===== config.mk =====
export PLATFORM = sky130hd
export DESIGN_NAME = apb_master_arb
export DESIGN_NICKNAME = d
export VERILOG_FILES = /design/src/rtl/apb_master_arb.sv
export SDC_FILE = /design/constraint.sdc
export NUM_CORES = 1
export LEC_CHECK = 0
export CORE_MARGIN = 1.5
export CORE_UTILIZATION = 42
export DETAILED_ROUTE_END_ITERATION = 8
export GPL_TIMING_DRIVEN = 0
export PLACE_DENSITY = 0.8
export SYNTH_ARGS = -nofsm -noshare
export SYNTH_HDL_FRONTEND = slang
export SYNTH_SLANG_ARGS = --single-unit

===== constraint.sdc =====
create_clock -name clk -period 5.2 [get_ports clk]
set_clock_uncertainty 0.1 [all_clocks]
set_input_delay 1.04 -clock clk [delete_from_list [all_inputs] [get_ports clk]]
set_output_delay 1.04 -clock clk [all_outputs]
set_load 0.01 [all_outputs]

===== src/rtl/apb_master_arb.sv =====
// rtl/apb_master_arb.sv - two-port round-robin APB master with ownership check and wait timeout
module apb_master_arb #(
  parameter int size    = 32,
  parameter int ad_size = 8,
  parameter int TIMEOUT = 16
) (
  input  logic               clk,
  input  logic               rst,
  input  logic               req0,
  input  logic               we0,
  input  logic [ad_size-1:0] addr0,
  input  logic [size-1:0]    wdata0,
  input  logic               req1,
  input  logic               we1,
  input  logic [ad_size-1:0] addr1,
  input  logic [size-1:0]    wdata1,
  output logic               done0,
  output logic               err0,
  output logic [size-1:0]    rdata0,
  output logic               done1,
  output logic               err1,
  output logic [size-1:0]    rdata1,
  output logic               PSEL,
  output logic               PEN,
  output logic               PW,
  output logic [ad_size-1:0] PADDR,
  output logic [size-1:0]    PWDATA,
  input  logic [size-1:0]    PRDATA,
  input  logic               PREADY
);

  localparam int CW = $clog2(TIMEOUT) + 1;

  typedef enum logic [1:0] {IDLE, SETUP, ACCESS, DONE} state_t;

  state_t          state_q;
  logic            ptr_q;
  logic            gnt_q;
  logic            we_q;
  logic [CW-1:0]   cnt_q;

  logic               sel;
  logic               sel_we;
  logic [ad_size-1:0] sel_addr;
  logic [size-1:0]    sel_wdata;
  logic               sel_reject;

  // Pick the port to serve: the lone requester, or the pointer's port when both ask
  always_comb begin
    sel = 1'b0;
    if (req0 && req1) begin
      sel = ptr_q;
    end else if (req1) begin
      sel = 1'b1;
    end
  end

  assign sel_we     = sel ? we1 : we0;
  assign sel_addr   = sel ? addr1 : addr0;
  assign sel_wdata  = sel ? wdata1 : wdata0;
  // Registers 4 and above belong to the I2C engine; the bus may only read them
  assign sel_reject = sel_we && (sel_addr > ad_size'(3));

  // Transfer sequencer: arbitration, APB phases, timeout and per-port completion
  always_ff @(posedge clk or posedge rst) begin
    if (rst) begin
      state_q <= IDLE;
      ptr_q   <= 1'b0;
      gnt_q   <= 1'b0;
      we_q    <= 1'b0;
      cnt_q   <= '0;
      done0   <= 1'b0;
      err0    <= 1'b0;
      rdata0  <= '0;
      done1   <= 1'b0;
      err1    <= 1'b0;
      rdata1  <= '0;
      PSEL    <= 1'b0;
      PEN     <= 1'b0;
      PW      <= 1'b0;
      PADDR   <= '0;
      PWDATA  <= '0;
    end else begin
      case (state_q)
        IDLE: begin
          if (req0 || req1) begin
            gnt_q <= sel;
            we_q  <= sel_we;
            if (req0 && req1) begin
              ptr_q <= ~ptr_q;
            end
            if (sel_reject) begin
              state_q <= DONE;
              done0   <= ~sel;
              done1   <= sel;
              err0    <= ~sel;
              err1    <= sel;
            end else begin
              state_q <= SETUP;
              PSEL    <= 1'b1;
              PEN     <= 1'b0;
              PW      <= sel_we;
              PADDR   <= sel_addr;
              PWDATA  <= sel_we ? sel_wdata : '0;
            end
          end
        end
        SETUP: begin
          state_q <= ACCESS;
          PEN     <= 1'b1;
          cnt_q   <= '0;
        end
        ACCESS: begin
          if (PREADY || (cnt_q == CW'(TIMEOUT - 1))) begin
            state_q <= DONE;
            PSEL    <= 1'b0;
            PEN     <= 1'b0;
            PW      <= 1'b0;
            done0   <= ~gnt_q;
            done1   <= gnt_q;
            err0    <= ~gnt_q && !PREADY;
            err1    <= gnt_q && !PREADY;
            if (PREADY && !we_q) begin
              if (gnt_q) begin
                rdata1 <= PRDATA;
              end else begin
                rdata0 <= PRDATA;
              end
            end
          end else begin
            cnt_q <= cnt_q + CW'(1);
          end
        end
        DONE: begin
          state_q <= IDLE;
          done0   <= 1'b0;
          done1   <= 1'b0;
          err0    <= 1'b0;
          err1    <= 1'b0;
        end
        default: begin
          state_q <= IDLE;
        end
      endcase
    end
  end

endmodule


==> results of run 1 <==
area by class of cell:
cell class	count	area, um^2	share of cell area [%]
flip-flops and latches	121	3030	36.2
clock inverters	15	214	2.55
clock buffers	17	425	5.08
well taps	168	210	2.51
plain buffers	21	100	1.20
repair buffers	230	2320	27.7
inverters	11	46.3	0.553
multi-input cells	263	2030	24.3
worst max-delay path by stage:
stage	start	endpoint	slack (ps)
after floorplan	rst	PADDR[0]	850
after global placement	rst	PWDATA[18]	-690
after detailed placement	req0	PWDATA[6]	1760
after CTS	req0	PWDATA[6]	2180
after global routing	req0	PWDATA[6]	2130
final	req0	PWDATA[6]	2210
per-stage QoR:
step / cells / hold slack (ps) / setup WS [ps] / total power, mW / setup TNS [ps]
final: 846 / 384 / 2210 / 4.32 / 0
after global routing: 846 / 412 / 2130 / 4.56 / 0
after CTS: 846 / 388 / 2180 / 4.37 / 0
after detailed placement: 814 / 374 / 1760 / 3.08 / 0
after global placement: 813 / 367 / -688 / 3.02 / -82530
after floorplan: 416 / 364 / 846 / 2.21 / 0
kinds of logic after synthesis:
| group | count (synthesis) | share of synthesized area, % |
|---|---|---|
| flops | 121 | 58.2 |
| mux | 110 | 22.8 |
| compound gates | 73 | 8.40 |
| simple gates | 73 | 6.23 |
| buf+inv | 32 | 2.72 |
| fa+ha+maj | 6 | 1.44 |
| xor+xnor | 1 | 0.168 |
worst max-delay path, cell delays in order:
cell and delay [ps]:
clkdlybuf4s50_1 530, inv_1 100, o21ai_1 300, buf_1 750
mux2i_1 360, o21ai_1 90
routing by layer:
metal	global-route usage, %	up-vias
li1	-	1968
met1	25.8	2029
met2	37.6	188
met3	7.99	24
met4	9.00	0
met5	0	-
cells in the final DEF, fill, tap and decap left out, drive strengths merged:
cell / count
a211oi: 1
a21boi: 2
a21o: 1
a21oi: 7
a22o: 1
a31oi: 1
and3: 2
buf: 15
bufinv: 4
clkbuf: 24
clkdlybuf4s50: 229
clkinv: 4
clkinvlp: 1
dfrtp: 121
ha: 6
inv: 17
mux2: 69
mux2i: 41
nand2: 47
nand2b: 1
nand3: 2
nand4: 1
nand4b: 1
nor2: 14
nor2b: 1
nor3b: 2
o211ai: 1
o21ai: 49
o21bai: 1
o221ai: 1
o22ai: 3
o31ai: 2
o32ai: 3
or2: 1
or4: 1
xnor2: 1
registers in the layout (all words and copies together) (netlist names), 2 cells and up:
register	flops
rdata0	32
PADDR	8
rdata1	32
PWDATA	32
state_q	2
cnt_q	5
power groups by stage:
stage / sequential, mW / clock [mW] / combinational [mW]
after floorplan: 1.58 / 0 / 0.622
after detailed placement: 1.46 / 0 / 1.62
after global routing: 1.50 / 1.32 / 1.73
final: 1.45 / 1.25 / 1.61
after global placement: 1.44 / 0 / 1.57
after CTS: 1.46 / 1.28 / 1.63
==> flow_summary.yaml, run 1 <==
sta:
  slew_violations: 0
  grt_setup_unrepaired: "no"
  finalCritPeriodShare_pct: 57.6
  max_slew.worst_pin.slew_ps: 944
  setup_violations: 0
  min_period_ps: 2990
  max_freq_ghz: 0.334
  hold_violations: 0
  relSlewSlack_pct: 37.1
placed_design:
  gp_congestion: 0.839
  dpl.hpwl_um: 10600
  placement.io_buffers: 229
  placed_area_um2: 7740
die:
  io_pins: 230
  start_util_pct: 43.1
  row_count: 40
  die_w_um: 114
  coreArea_um2: 12100
  dieArea_um2: 13100
  floorplan.die.height_um: 114
synth:
  synthTopCellsByCount: "dfrtp_1, mux2_2, nand2_1"
  synth_edf_count: 0
  netlist.area_leader.share_pct: 58.2
  synth_area_leaders: "dfrtp_1, mux2_2, mux2i_1"
  yosysTopAreaCell: "dfrtp_1"
  synth_flop_cell: "dfrtp_1"
  yosysMostFrequentCell: "dfrtp_1"
  ys_warn_count: 0
  synth-seq-cells: 121
  syn_area_per_cell_um2: 12.5
  synth_area_um2: 5200
  yosysSeqAreaShare_pct: 58.2
  synthArstFlopShare_pct: 100
  netlist_instances: 416
  synth_nets: 541
  netlist-cell-type-count: 42
cts:
  htreeDepth: 4
  clk_latency_ps: 410
  cts_tree: "built"
  cts_resized: 0
  path_clk_slew_ps: 60
  post_cts.repair.setup_buffers: 0
  clock_sinks: 121
  clock-root-buffer: "clkbuf_16"
  hold_buffers: 0
  cts_inserted_buffers: 17
  clock_path_buffers: 2
drt:
  routed.top_layer: "met4"
  drt-met1-wl_um: 5690
  routed-via-count: 4209
  drc_errors: 0
  routed_wl_um: 14100
  dr.pass1.iters: 4
  avgViaCountPerCell: 4.98
  ant_nets: 0
  wire_per_inst_um: 16.7
  route.met2.wl_um: 6970
  met3_length_um: 1150
  drtIter0Drc: 217
grt:
  track_usage_pct: 22.2
  grt_max_degree: 62
  grt_pass1_wl_um: 22100
  grt_pass1_vias: 4321
  grt.overflow.total: 0
  antenna_found_initial: 0
job:
  drv_cap: 0
setup_path:
  setup.worst_path.end_class: "register"
  crit_arrival_ps: 3170
  crit_fanout: 10
  r2r_cells: 8
  cp.required_ps: 5380
  crit_type: "input pin to register"
  cp-start-kind: "input pin"
  r2r_start: "cnt_q[0]"
  timing.rr.end: "done0"
  regToRegSetupSlack_ps: 2590
min_path:
  holdPathStages: 2
  holdPathEnd: "PWDATA[2]"
  min-delay-start: "PWDATA[2]"
  hp-class: "register to register"
final_layout:
  post-route-util_pct: 69.4
  fillers: 865
  syn_to_final_growth_pct: 61.0
  drive_gt1_share_pct: 17.6
  nets: 790
  antenna_cells: 0
  finalInstanceArea_um2: 8380
pwr:
  swShare_pct: 30.1
  pwr-share-seq_pct: 33.7
  p_sw_mw: 1.30
  p_int_mw: 3.02
  combinationalPowerShare_pct: 37.3
  p_leak_nw: 3.71
  powerDensity_nw_per_um2: 516
  clkPwrFrac_pct: 29.0
  vdd_drop_max_mv: 0.199
status:
  run_status: "complete, no violations"
No activity file was read; power rests on OpenSTA's default activity.
==> run 2, diff against run 1 <==
==> constraint.sdc (replaced) <==
create_clock -name clk -period 2.9 [get_ports clk]
set_clock_uncertainty 0.1 [all_clocks]
set_input_delay 0.58 -clock clk [delete_from_list [all_inputs] [get_ports clk]]
set_output_delay 0.58 -clock clk [all_outputs]
set_load 0.01 [all_outputs]
==> run 2 against run 1 <==
Compared with the run above: via count about the same; first-iteration DRC count down 9.7%; critical path type is now register to register; worst setup slack worse by 1900 ps; non-clock buffer count rose by 2; sequential power increased by 80%; largest cell class unchanged; critical path depth rose by 2; cell count grew 0.24%; critical endpoint is now err1; clock-buffer cell count stayed put; combinational power is 79% higher; cell area increased by 0.36%; die area unchanged.
==> flow_summary.yaml, run 2 (same netlist as run 1, synthesis figures left out) <==
final_layout:
  antenna_cells: 0
  nets: 792
  finalInstanceArea_um2: 8410
  final_common_cell: "clkdlybuf4s50_1"
  mostFrequentLayoutCells: "clkdlybuf4s50_1, dfrtp_1, mux2_2"
  largest_registers: "PWDATA x32, rdata0 x32, rdata1 x32"
  syn_to_final_growth_pct: 61.6
  final_cells: 848
  fillers: 864
  drive_gt1_share_pct: 17.8
setup_path:
  crit_type: "register to register"
  cp-start-kind: "register"
  cp_slowest_stage_delay_ps: 570
  r2r_cells: 8
  crit_buf_inv: 0
  path_cells: "ha_1 > and3_1 > ha_1 > nor3b_1 > a21o_1 > nor2_1 > o21ai_2 > mux2_1"
  critPathMostFrequentCell: "ha_1"
  crit_family: "simple AND/OR/NAND/NOR gates"
  crit_fanout: 6
  setup.worst_path.end_class: "register"
  cp.required_ps: 3080
  cp_slowest_cell: "nor3b_1"
  path_depth: 8
  crit_arrival_ps: 2820
drt:
  ant_nets: 0
  wire_per_inst_um: 17.1
  drc_errors: 0
  dr.pass1.iters: 4
  routed-via-count: 4210
  routed_wl_um: 14500
  drtIter0Drc: 196
  avgViaCountPerCell: 4.96
placed_design:
  placement.io_buffers: 229
  dpl.hpwl_um: 11000
  place_ws_ps: 109
  place_inst: 816
  placed_area_um2: 7770
  gp_congestion: 0.852
pwr:
  powerDensity_nw_per_um2: 924
  clkPwrFrac_pct: 29.4
  combinationalPowerShare_pct: 37.1
  p_sw_mw: 2.35
  vdd_drop_max_mv: 0.381
  p_leak_nw: 3.72
  pwr-share-seq_pct: 33.6
  swShare_pct: 30.2
  p_int_mw: 5.42
die:
  die_w_um: 114
  row_count: 40
  start_util_pct: 43.1
  coreArea_um2: 12100
  floorplan.die.height_um: 114
  dieArea_um2: 13100
  io_pins: 230
sta:
  finalCritPeriodShare_pct: 90.9
  setup_violations: 0
  slew_violations: 0
  final.setup.tns_ps: 0
  max_slew.worst_pin.slew_ps: 769
  holdWs_ps: 384
  hold_violations: 0
  min_period_ps: 2640
  grt_setup_unrepaired: "no"
  relSlewSlack_pct: 48.7
  setup_ws_ps: 264
  max_freq_ghz: 0.379
cts:
  path_clk_slew_ps: 60
  clock-root-buffer: "clkbuf_16"
  cts_inserted_buffers: 17
  htreeDepth: 4
  cts_resized: 0
  clock_path_buffers: 2
  post_cts.repair.setup_buffers: 0
  clk_latency_ps: 410
  hold_buffers: 0
  cts_tree: "built"
  clock_sinks: 121
grt:
  grt.overflow.total: 0
  grt_pass1_wl_um: 22900
  track_usage_pct: 23.0
  grt_pass1_vias: 4426
  grt_max_degree: 37
  antenna_found_initial: 0
min_path:
  holdPathStages: 2
  hp-class: "register to register"
status:
  run_status: "complete, no violations"
job:
  drv_cap: 0
-- run 2: changes by cell type in the layout (fill, tap and decap cells not counted), sizes merged --
cell	previous run	this run
clkinv	4	2
buf	15	17
clkinvlp	1	3
-- run 2: layout make-up --
class	instances	area, um^2	area share, %
Clock buffer	17	425	5.06
Timing Repair Buffer	232	2350	28.0
Buffer	21	100	1.19
Inverter	11	45.0	0.536
Multi-Input combinational cell	263	2030	24.2
Sequential cell	121	3030	36.0
Tap cell	168	210	2.50
Clock inverter	15	213	2.53
-- run 2: path summary, 6_finish.rpt --
path                       startpoint         end  slack [ps]
max                          cnt_q[0]        err1         260
max in group asynchronous         rst   PWDATA[7]        1460
max reg2reg                  cnt_q[0]        err1         260
min                        PWDATA[15]  PWDATA[15]         380
min in group asynchronous         rst   rdata1[6]         450
min reg2reg                PWDATA[15]  PWDATA[15]         380
-- run 2: tightest hold or removal path, stage by stage (launching register included) --
cell and delay [ps]:
dfrtp_1 340, nand2_1 50, o21ai_1 60
-- run 2: layer usage --
| metal | track usage [%] | vias up | share of wire (%) |
|---|---|---|---|
| met1 | 26.6 | 2011 | 40 |
| met4 | 9.58 | 0 | 1.9 |
| met3 | 8.05 | 22 | 8.8 |
| li1 | - | 1968 | - |
| met5 | 0 | - | 0 |
| met2 | 39.0 | 209 | 50 |
-- run 2: power groups by stage --
stage	Sequential [mW]	Combinational, mW	Clock (mW)
final	2.61	2.88	2.28
after global routing	2.68	3.10	2.41
after CTS	2.61	2.91	2.32
after detailed placement	2.63	2.90	0
after global placement	2.59	2.80	0
after floorplan	2.84	1.11	0
-- run 2: stage by stage --
| step | utilization [%] | power (mW) |
|---|---|---|
| finish | 69.7 | 7.77 |
| global route | 69.7 | 8.19 |
| CTS | 69.7 | 7.85 |
| detailed placement | 64.4 | 5.53 |
| global placement | 63.9 | 5.40 |
| floorplan | - | 3.96 |
==> run 3, diff against run 2 <==
--- a/config.mk
+++ b/config.mk
@@ -6,10 +6,12 @@
 export NUM_CORES = 1
 export LEC_CHECK = 0
 export CORE_MARGIN = 1.5
-export CORE_UTILIZATION = 42
+export CORE_UTILIZATION = 43
+export CTS_BUF_LIST = sky130_fd_sc_hd__clkbuf_4
+export CTS_CLUSTER_DIAMETER = 150
 export DETAILED_ROUTE_END_ITERATION = 8
 export GPL_TIMING_DRIVEN = 0
-export PLACE_DENSITY = 0.8
+export PLACE_DENSITY = 0.82
 export SYNTH_ARGS = -nofsm -noshare
 export SYNTH_HDL_FRONTEND = slang
 export SYNTH_SLANG_ARGS = --single-unit
==> run 3 against run 2 <==
Compared with the run above: worst hold slack lost 120 ps; first-iteration DRC count shrank 32%; clock-buffer cell count grew 1; routed wire length shrank 4.9%; power shrank 13%; worst setup slack gained 67 ps; global-route usage shrank 0.89 points; register-to-register slack gained 70 ps; cell count shrank 2.9%; largest power group unchanged.
==> flow_summary.yaml, run 3 (same netlist as run 1, synthesis figures left out) <==
pwr:
  pwr-share-seq_pct: 38.5
  p_leak_nw: 3.57
  p_sw_mw: 2.17
  powerDensity_nw_per_um2: 837
  combinationalPowerShare_pct: 42.5
  swShare_pct: 32.2
  p_int_mw: 4.57
  power.total_mw: 6.74
  clkPwrFrac_pct: 19.0
  vdd_drop_max_mv: 0.376
min_path:
  hp-class: "input pin to asynchronous set/reset pin"
sta:
  hold_violations: 0
  max_slew.worst_pin.slew_ps: 775
  holdWs_ps: 268
  grt_setup_unrepaired: "no"
  max_freq_ghz: 0.389
  setup_violations: 0
  finalCritPeriodShare_pct: 88.6
  min_period_ps: 2570
  relSlewSlack_pct: 48.3
  setup_ws_ps: 331
  final.setup.tns_ps: 0
  slew_violations: 0
cts:
  hold_buffers: 0
  clock-root-buffer: "clkbuf_4"
  post_cts.repair.setup_buffers: 0
  cts_inserted_buffers: 17
  cts_resized: 0
  htreeDepth: 4
  path_clk_slew_ps: 110
  clock_sinks: 121
  clock_path_buffers: 2
  cts_tree: "built"
  clk_latency_ps: 500
setup_path:
  crit_fanout: 6
  cp_slowest_stage_delay_ps: 530
  timing.rr.end: "err0"
  cp-start-kind: "register"
  crit_family: "simple AND/OR/NAND/NOR gates"
  cp.required_ps: 3200
  r2r_start: "cnt_q[0]"
  r2r_cells: 8
  crit_type: "register to register"
  regToRegSetupSlack_ps: 330
  cp_slowest_cell: "nor3b_1"
  setup.worst_path.end_class: "register"
  path_cells: "ha_1 > and3_1 > ha_1 > nor3b_1 > a21o_1 > nor2_1 > o21ai_2 > mux2_1"
  crit_arrival_ps: 2870
  crit_buf_inv: 0
  critPathMostFrequentCell: "ha_1"
grt:
  track_usage_pct: 22.1
  antenna_found_initial: 0
  grt_max_degree: 42
  grt.overflow.total: 0
  grt_pass1_vias: 4351
  grt_pass1_wl_um: 21700
placed_design:
  place_ws_ps: 75.3
  place_inst: 791
  placed_area_um2: 7740
  placement.io_buffers: 229
  gp_congestion: 0.851
  dpl.hpwl_um: 10800
drt:
  drc_errors: 0
  routed-via-count: 4194
  avgViaCountPerCell: 5.10
  wire_per_inst_um: 16.7
  dr.pass1.iters: 4
  ant_nets: 0
  drtIter0Drc: 134
  routed_wl_um: 13800
final_layout:
  final_cells: 823
  finalInstanceArea_um2: 8050
  fillers: 863
  multi_input_area_um2: 2030
  post-route-util_pct: 69.3
  regArea_um2: 3030
  nets: 792
  antenna_cells: 0
  final_common_cell: "clkdlybuf4s50_1"
  syn_to_final_growth_pct: 54.7
  largest_registers: "PWDATA x32, rdata0 x32, rdata1 x32"
  mostFrequentLayoutCells: "clkdlybuf4s50_1, dfrtp_1, mux2_2"
  drive_gt1_share_pct: 17.8
die:
  row_count: 39
  start_util_pct: 44.8
  die_w_um: 113
  coreArea_um2: 11600
  floorplan.die.height_um: 113
  io_pins: 230
  dieArea_um2: 12800
job:
  drv_cap: 0
status:
  run_status: "complete, no violations"
-- run 3: how the worst max path moves through the flow --
| stage | startpoint | end | cells after the start |
|---|---|---|---|
| global placement | rst | PWDATA[18] | 2 |
| finish | cnt_q[0] | err0 | 8 |
| CTS | cnt_q[0] | err0 | 8 |
| global route | cnt_q[0] | err1 | 8 |
| floorplan | cnt_q[0] | done0 | 8 |
| detailed placement | req0 | PWDATA[6] | 6 |
-- run 3: final cells by class --
| class | instances | area share, % |
|---|---|---|
| sequential | 121 | 37.6 |
| inverter | 11 | 0.560 |
| multi-input combinational | 263 | 25.3 |
| tap | 143 | 2.22 |
| clock buffer | 18 | 1.68 |
| timing repair buffer | 232 | 29.2 |
| buffer | 21 | 1.24 |
| clock inverter | 14 | 2.18 |
-- run 3: per-layer routing --
| metal | vias up | GRT usage [%] | routed length, um |
|---|---|---|---|
| li1 | 1973 | - | - |
| met1 | 2007 | 23.9 | 5180 |
| met2 | 191 | 38.6 | 6960 |
| met3 | 23 | 9.91 | 1330 |
| met4 | 0 | 7.83 | 296 |
| met5 | - | 0 | 0 |
-- run 3: worst register-to-register path, stage by stage (launching register included) --
cell and delay [ps]:
dfrtp_1 430, ha_1 230, and3_1 190, ha_1 200, nor3b_1 530, a21o_1 240, nor2_1 70, o21ai_2 120
mux2_1 360
-- run 3: power groups by stage --
stage          Clock, mW  Sequential [mW]  Combinational (mW)
4_1_cts             1.32             2.60                2.90
3_5_place_dp           0             2.63                2.89
2_1_floorplan          0             2.84                1.11
3_3_place_gp           0             2.60                2.80
6_report            1.28             2.59                2.86
5_1_grt             1.39             2.67                3.07
